$ cat config.mk
export PLATFORM = sky130hd
export DESIGN_NAME = connect4_input_ctrl
export DESIGN_NICKNAME = d
export VERILOG_FILES = /design/src/rtl/connect4_input_ctrl.sv
export SDC_FILE = /design/constraint.sdc
export NUM_CORES = 1
export LEC_CHECK = 0
export CAP_MARGIN = 5
export CORE_AREA = 2 2 51 53
export CTS_CLUSTER_DIAMETER = 200
export DETAILED_ROUTE_END_ITERATION = 8
export DIE_AREA = 0 0 53 55
export PLACE_DENSITY_LB_ADDON = 0.15
export SLEW_MARGIN = 20
export SYNTH_ARGS = -nofsm -noshare
export SYNTH_HDL_FRONTEND = slang
export SYNTH_SLANG_ARGS = --single-unit
$ cat constraint.sdc
create_clock -name clk -period 1.33 [get_ports clk]
set_input_delay 0.1995 -clock clk [delete_from_list [all_inputs] [get_ports clk]]
set_output_delay 0.1995 -clock clk [all_outputs]
set_load 0.05 [all_outputs]
$ cat src/rtl/connect4_input_ctrl.sv
// Connect-4 button front end: sync, debounce, edge-detect, gated command pulses,
// plus an optional turn timer built only when CONNECT4_TURN_TIMER_EN is defined.
module connect4_input_ctrl #(
   parameter int DEBOUNCE_CYCLES = 16,
   parameter int CLK_PER_SEC     = 50_000_000,
   parameter int TURN_SECONDS    = 10
) (
   input  logic       clk,
   input  logic       reset,
   input  logic       btn_left,
   input  logic       btn_right,
   input  logic       btn_drop,
   input  logic [2:0] fsm_state,
   input  logic       win_flag,
   output logic       move_left,
   output logic       move_right,
   output logic       move_made,
   output logic       times_up,
   output logic [4:0] time_left
);

   localparam int            CW       = $clog2(DEBOUNCE_CYCLES + 1);
   localparam logic [CW-1:0] CNT_LAST = CW'(DEBOUNCE_CYCLES - 1);
   localparam logic [4:0]    TL_INIT  = 5'(TURN_SECONDS);

   // bit 0 = left, bit 1 = right, bit 2 = drop
   logic [2:0]    w_raw;
   logic [2:0]    r_sync1, r_sync2, r_deb, r_deb_d;
   logic [CW-1:0] r_cnt [3];
   logic [2:0]    w_req;
   logic          w_en;
   logic          w_left_nxt, w_right_nxt, w_made_nxt;
   logic          r_move_left, r_move_right, r_move_made;

   assign w_raw = {btn_drop, btn_right, btn_left};

   always_ff @(posedge clk or negedge reset) begin
      if (!reset) begin
         r_sync1 <= '0;
         r_sync2 <= '0;
         r_deb   <= '0;
         r_deb_d <= '0;
         for (int i = 0; i < 3; i++) r_cnt[i] <= '0;
      end else begin
         r_sync1 <= w_raw;
         r_sync2 <= r_sync1;
         r_deb_d <= r_deb;
         // any sample matching the current level restarts the stability count
         for (int i = 0; i < 3; i++) begin
            if (r_sync2[i] == r_deb[i]) begin
               r_cnt[i] <= '0;
            end else if (r_cnt[i] == CNT_LAST) begin
               r_cnt[i] <= '0;
               r_deb[i] <= ~r_deb[i];
            end else begin
               r_cnt[i] <= r_cnt[i] + CW'(1);
            end
         end
      end
   end

   assign w_req       = r_deb & ~r_deb_d;
   assign w_en        = (fsm_state == 3'd1) && !win_flag;
   assign w_made_nxt  = w_en & w_req[2];
   assign w_left_nxt  = w_en & w_req[0] & ~w_req[1] & ~w_req[2];
   assign w_right_nxt = w_en & w_req[1] & ~w_req[0] & ~w_req[2];

   always_ff @(posedge clk or negedge reset) begin
      if (!reset) begin
         r_move_left  <= 1'b0;
         r_move_right <= 1'b0;
         r_move_made  <= 1'b0;
      end else begin
         r_move_left  <= w_left_nxt;
         r_move_right <= w_right_nxt;
         r_move_made  <= w_made_nxt;
      end
   end

   assign move_left  = r_move_left;
   assign move_right = r_move_right;
   assign move_made  = r_move_made;

`ifdef CONNECT4_TURN_TIMER_EN
   localparam int            PW         = (CLK_PER_SEC > 1) ? $clog2(CLK_PER_SEC) : 1;
   localparam logic [PW-1:0] PRESC_LAST = PW'(CLK_PER_SEC - 1);

   typedef enum logic [1:0] {T_IDLE, T_RUNNING, T_EXPIRED} tstate_t;

   tstate_t       r_tstate, w_tstate_nxt;
   logic [PW-1:0] r_presc, w_presc_nxt;
   logic [4:0]    r_tl, w_tl_nxt;
   logic          r_tu, w_tu_nxt;

   always_ff @(posedge clk or negedge reset) begin
      if (!reset) begin
         r_tstate <= T_IDLE;
         r_presc  <= '0;
         r_tl     <= TL_INIT;
         r_tu     <= 1'b0;
      end else begin
         r_tstate <= w_tstate_nxt;
         r_presc  <= w_presc_nxt;
         r_tl     <= w_tl_nxt;
         r_tu     <= w_tu_nxt;
      end
   end

   // a move issued on the same edge as expiry ends the turn without times_up
   always_comb begin
      w_tstate_nxt = r_tstate;
      w_presc_nxt  = r_presc;
      w_tl_nxt     = r_tl;
      w_tu_nxt     = 1'b0;
      case (r_tstate)
         T_IDLE: begin
            w_tl_nxt = TL_INIT;
            if (w_en) begin
               w_tstate_nxt = T_RUNNING;
               w_presc_nxt  = '0;
            end
         end
         T_RUNNING: begin
            if (w_made_nxt || !w_en) begin
               w_tstate_nxt = T_IDLE;
               w_tl_nxt     = TL_INIT;
               w_presc_nxt  = '0;
            end else if (r_presc == PRESC_LAST) begin
               w_presc_nxt = '0;
               if (r_tl <= 5'd1) begin
                  w_tl_nxt     = 5'd0;
                  w_tu_nxt     = 1'b1;
                  w_tstate_nxt = T_EXPIRED;
               end else begin
                  w_tl_nxt = r_tl - 5'd1;
               end
            end else begin
               w_presc_nxt = r_presc + PW'(1);
            end
         end
         T_EXPIRED: begin
            w_tl_nxt = 5'd0;
            if (fsm_state != 3'd1) begin
               w_tstate_nxt = T_IDLE;
               w_tl_nxt     = TL_INIT;
            end
         end
         default: begin
            w_tstate_nxt = T_IDLE;
            w_tl_nxt     = TL_INIT;
         end
      endcase
   end

   assign times_up  = r_tu;
   assign time_left = r_tl;
`else
   assign times_up  = 1'b0;
   assign time_left = TL_INIT;
`endif

endmodule

# Yosys cells after proc, flatten, opt, wreduce, memory -nomap -nowiden

Cells that the tools add are included.

Mux-type cells: 6
$add $sub $neg: 3
Equal/unequal tests: 7
Reductions and logical operators: 5
Bitwise gates (word level): 18

Operators by type and width:

| cell                                                                  | count |
|---|---|
| 5-bit two-way mux                                                     | 6 |
| 5-bit by 1-bit adder with 5-bit output, second input constant         | 3 |
| 5-bit by 4-bit equality test with 1-bit output, second input constant | 3 |
| 1-bit NOT                                                             | 9 |
| 1-bit bitwise AND                                                     | 7 |
| 2-bit AND reduction                                                   | 3 |
| 3-bit bitwise AND                                                     | 1 |
| 1-bit equality test                                                   | 3 |
| 3-bit by 1-bit equality test with 1-bit output, second input constant | 1 |
| 3-bit NOT                                                             | 1 |
| 1-bit logical AND                                                     | 1 |
| 1-bit logical NOT                                                     | 1 |

Bits of input ports: 9
Logic and storage cells: 51
Output and inout port bits: 9
Register bits: 30

# Logic depth before layout (Yosys ltp)

Gate-level depths: netlist of the first run.

Depth after elaboration: 5
Mapped depth: 4

# Worst setup path before layout of the first run

OpenSTA, ideal clock, no wires.

Kind: register to register
Start point: register r_deb[2]
End point: register r_move_left (netlist: move_left)
Required time: 1.234 ns
Period minus slack after synthesis: 1.219 ns
Library setup time: 0.096 ns
Arrival: 1.123 ns
Stages on the path, launching flop included: 4
Path slack: 0.111 ns
Cells stage by stage: dfrtp_1 -> nand2b_1 -> or4b_4 -> nor4_2

Word-level cells in the longest chain between the ends: 3

RTL lines:

| item                            | RTL line | text |
|---|---|---|
| start, declared                 | 28       | `logic [2:0] r_sync1, r_sync2, r_deb, r_deb_d;` |
| start signal, assigned by index | 54       | `r_deb[i] <= ~r_deb[i];` |
| 3-bit bitwise AND               | 62       | `assign w_req = r_deb & ~r_deb_d;` |
| 1-bit NOT                       | 65       | `assign w_left_nxt = w_en & w_req[0] & ~w_req[1] & ~w_req[2];` |
| 1-bit bitwise AND               | 65       |  |
| net w_left_nxt                  | 32       | `logic w_left_nxt, w_right_nxt, w_made_nxt;` |
| end signal, assigned            | 74       | `r_move_left <= w_left_nxt;` |
| end, declared                   | 33       | `logic r_move_left, r_move_right, r_move_made;` |

The timed path passes the listed nets, and every way through them passes these cells.
A chain may end at the register's enable or synchronous reset.

# Worst setup path after layout of the first run

Start point: register r_cnt[10] (netlist bit)
End point: register r_deb[0]

Word-level cells in the longest chain between the ends: 2

RTL lines:

| item                                           | RTL line | text |
|---|---|---|
| start, declared                                | 29       | `logic [CW-1:0] r_cnt [3];` |
| start signal, assigned by index                | 56       | `r_cnt[i] <= r_cnt[i] + CW'(1);` |
| 5-bit by 4-bit equality test with 1-bit output | 52       | `end else if (r_cnt[i] == CNT_LAST) begin` |
| 2-bit AND reduction (no line)                  | n/a      |  |

Every way passes these cells.

==> summary.txt, run 1 <==
Finish
  • Most frequent cells in the layout: dfrtp_1 (30), nor2_1 (11), xor2_1 (9)
  • Share of post-route cells with drive strength above 1: 22.3%
  • ANT cells: 0
  • Area growth syn-to-layout: 23.0%
  • Fillers: 198
  • Nets@finish: 123
  • Commonest non-fill, non-tap cell in the layout: dfrtp_1
  • Fin area: 0.00143 mm^2

Floorplanning
  • Rows: 18
  • Std-Cell Core Area: 0.00236 mm^2
  • Chip Height: 55 um
  • Die area: 0.00292 mm^2
  • Die Wd: 53 um
  • Initial Util: 49.2%
  • # IOs: 18

Setup path
  • Buf/Inv on CP: 0
  • Critical path cell sequence: ha_2, nand3_2, nor2_4, mux2_2
  • Worst Reg-to-Reg Cells: 4
  • Startpoint types: flip-flop
  • CP Max Fanout: 3
  • Critical path class: flip-flop to flip-flop
  • Largest delay contributor family on the critical path: flip-flops
  • Crit-path slowest cell: dfrtp_1
  • CP required: 1.54 ns
  • Crit path depth: 4
  • Worst reg2reg setup slack: 0.06 ns
  • Worst EP arrival: 1.48 ns
  • Critical Path Max Stage Delay: 0.38 ns
  • Critical path endpoint category: flip-flop

GRT
  • Vias in the first global route: 677
  • Initial antenna violation count: 0
  • Global-route wire length before repair: 2.93 mm
  • Congestion Overflow GR: 0
  • Largest net degree at the start of global routing: 31
  • GRT Util Overall: 15.3%

Timing
  • Max Clock Skew: 0.0142 ns
  • Setup violators final: 0
  • Setup TNS: 0 ns
  • Final Critical Period: 1.27 ns
  • Max Slew Vio Count: 0
  • Final Hold Fails: 0
  • RSZ-0062 raised after global routing: no
  • Fmax: 0.789 GHz
  • Part of the cycle the worst path needs: 95.3%
  • Hold slack final: 0.224 ns

Clock tree
  • TritonCTS clock tree: yes
  • Clock root cell: clkbuf_4
  • Hold_buf cts: 0
  • Clock Path Buffers: 2
  • Sink Count: 30
  • Worst-Skew Late Latency: 0.32 ns
  • Inserted Clock Buffers: 5
  • H-Tree Depth: 2
  • Clock-pin slew on the worst setup and hold paths: 0.10 ns

Run status
  • Status: finished clean

Routing
  • Via/cell ratio: 4.61
  • Via count: 654
  • Routed len/inst: 12.3 um
  • Drt drc: 0
  • Iteration-0 DRC count of the detailed router: 5
  • Final WL: 1.74 mm
  • First-pass iteration count of the detailed router: 2
  • DRT antenna net count: 0

Yosys
  • Sequential area share after synthesis: 64.5%
  • Post-Synthesis Cells: 92
  • Netlist cell types: 19
  • Syn avg cell area: 12.6 um^2
  • Synth Cell Area: 0.00116 mm^2
  • Ys Warns: 0
  • Synth Register Bits: 30

Hold path
  • Hold/Removal Path Class: input pin to async pin

Power and ir drop
  • P per Cell Area: 1160 mW/mm^2
  • Total power: 1.65 mW
  • Maximum vdd drop: 0.865 mV
  • Leakage power: 0.715 nW

Placed design
  • Placed Area: 0.00134 mm^2
  • RePlAce Congestion: 0.648
  • DP Wirelength: 1.19 mm
  • Port Buffers: 11

Job
  • Max Cap Viol: 0
## where the power goes
part           switching (mW)  total [mW]  internal [mW]  leakage (nW)
combinational          0.0867       0.143         0.0566         0.282
clock                   0.291       0.547          0.256        0.0353
sequential             0.0217       0.964          0.943         0.398
## worst reg2reg max path: stages, from the launching register on
cell and delay, ns:
dfrtp_1 0.38, ha_2 0.21, nand3_2 0.12, nor2_4 0.13, mux2_2 0.33
## layout make-up
class / instances / area [um^2] / area share, %
Clock buffer: 7 / 55.1 / 3.85
Clock inverter: 1 / 5.00 / 0.350
Inverter: 4 / 15.0 / 1.05
Multi-Input combinational cell: 56 / 393 / 27.4
Sequential cell: 30 / 751 / 52.4
Tap cell: 30 / 37.5 / 2.62
Timing Repair Buffer: 14 / 175 / 12.2
## per-layer routing
metal  GRT usage, %  vias to the layer above  part of all wire (%)
li1               -                      323                     -
met1           16.0                      309                    39
met2           24.0                       18                    54
met3           6.72                        4                   5.3
met4           12.4                        0                   1.5
met5              0                        -                     0
## worst paths after layout
kind,startpoint,to
worst max-delay path,r_cnt[10],r_deb[0]
worst min-delay path,reset,r_cnt[8]
worst max register to register,r_cnt[10],r_deb[0]
worst min register to register,r_sync1[1],r_sync2[1]
max in group asynchronous,reset,r_cnt[10]
min in group clk,btn_drop,r_sync1[2]
## metrics by stage
step / setup slack (ns) / utilization [%] / std cells
after floorplan: 0.111 / - / 96
after global placement: -0.211 / 56.6 / 133
after detailed placement: -0.261 / 56.6 / 133
after CTS: 0.0276 / 59.2 / 141
after global routing: 0.00456 / 60.5 / 142
final: 0.0621 / 60.5 / 142
## repair_timing
action	in CTS	in global routing
endpoints found under the setup margin	0	3
setup buffers	0	1
endpoints found under the hold margin	0	0
gates resized for setup	0	7
## state kept, by name (all words and copies together) (netlist names)
name,cells
r_deb,3
r_sync1,3
r_deb_d,3
move_right,1
move_made,1
move_left,1
r_sync2,3
r_cnt,15
## cell families (layout without fill, tap and decap cells)
family                     Yosys count  count (layout)  share of synthesized area [%]
muxes                                3               3                           2.90
AOI/OAI and AO/OA                    4               4                           1.72
other                                2               6                          0.645
and+or+nand+nor                     31              31                           15.1
buffers and inverters               10              26                           5.16
DFF                                 30              30                           64.5
adders and majority gates            3               3                           3.23
xor gates and xnor gates             9               9                           6.77
## synthesized netlist by cell type, drive strengths merged
cell	instances	share of area (%)
dfrtp	30	65
nor2	13	4.2
xor2	9	6.8
buf	6	3.9
nand3	6	2.6
inv	4	1.3
o21ai	4	1.7
and2	3	1.6
and3	3	1.6
ha	3	3.2
mux2	3	2.9
conb	2	0.65
nand2b	2	1.7
nor4	2	1.6
nor2b	1	0.54
or4b	1	1.2
Power figures use the tool's default switching activity.
==> run 2, diff against run 1 <==
--- a/config.mk
+++ b/config.mk
@@ -11,7 +11,6 @@
 export DETAILED_ROUTE_END_ITERATION = 8
 export DIE_AREA = 0 0 53 55
 export PLACE_DENSITY_LB_ADDON = 0.15
-export SLEW_MARGIN = 20
 export SYNTH_ARGS = -nofsm -noshare
 export SYNTH_HDL_FRONTEND = slang
 export SYNTH_SLANG_ARGS = --single-unit
==> results of run 2 <==
Same layout as run 1: the final DEF is identical, and so are final timing and power.
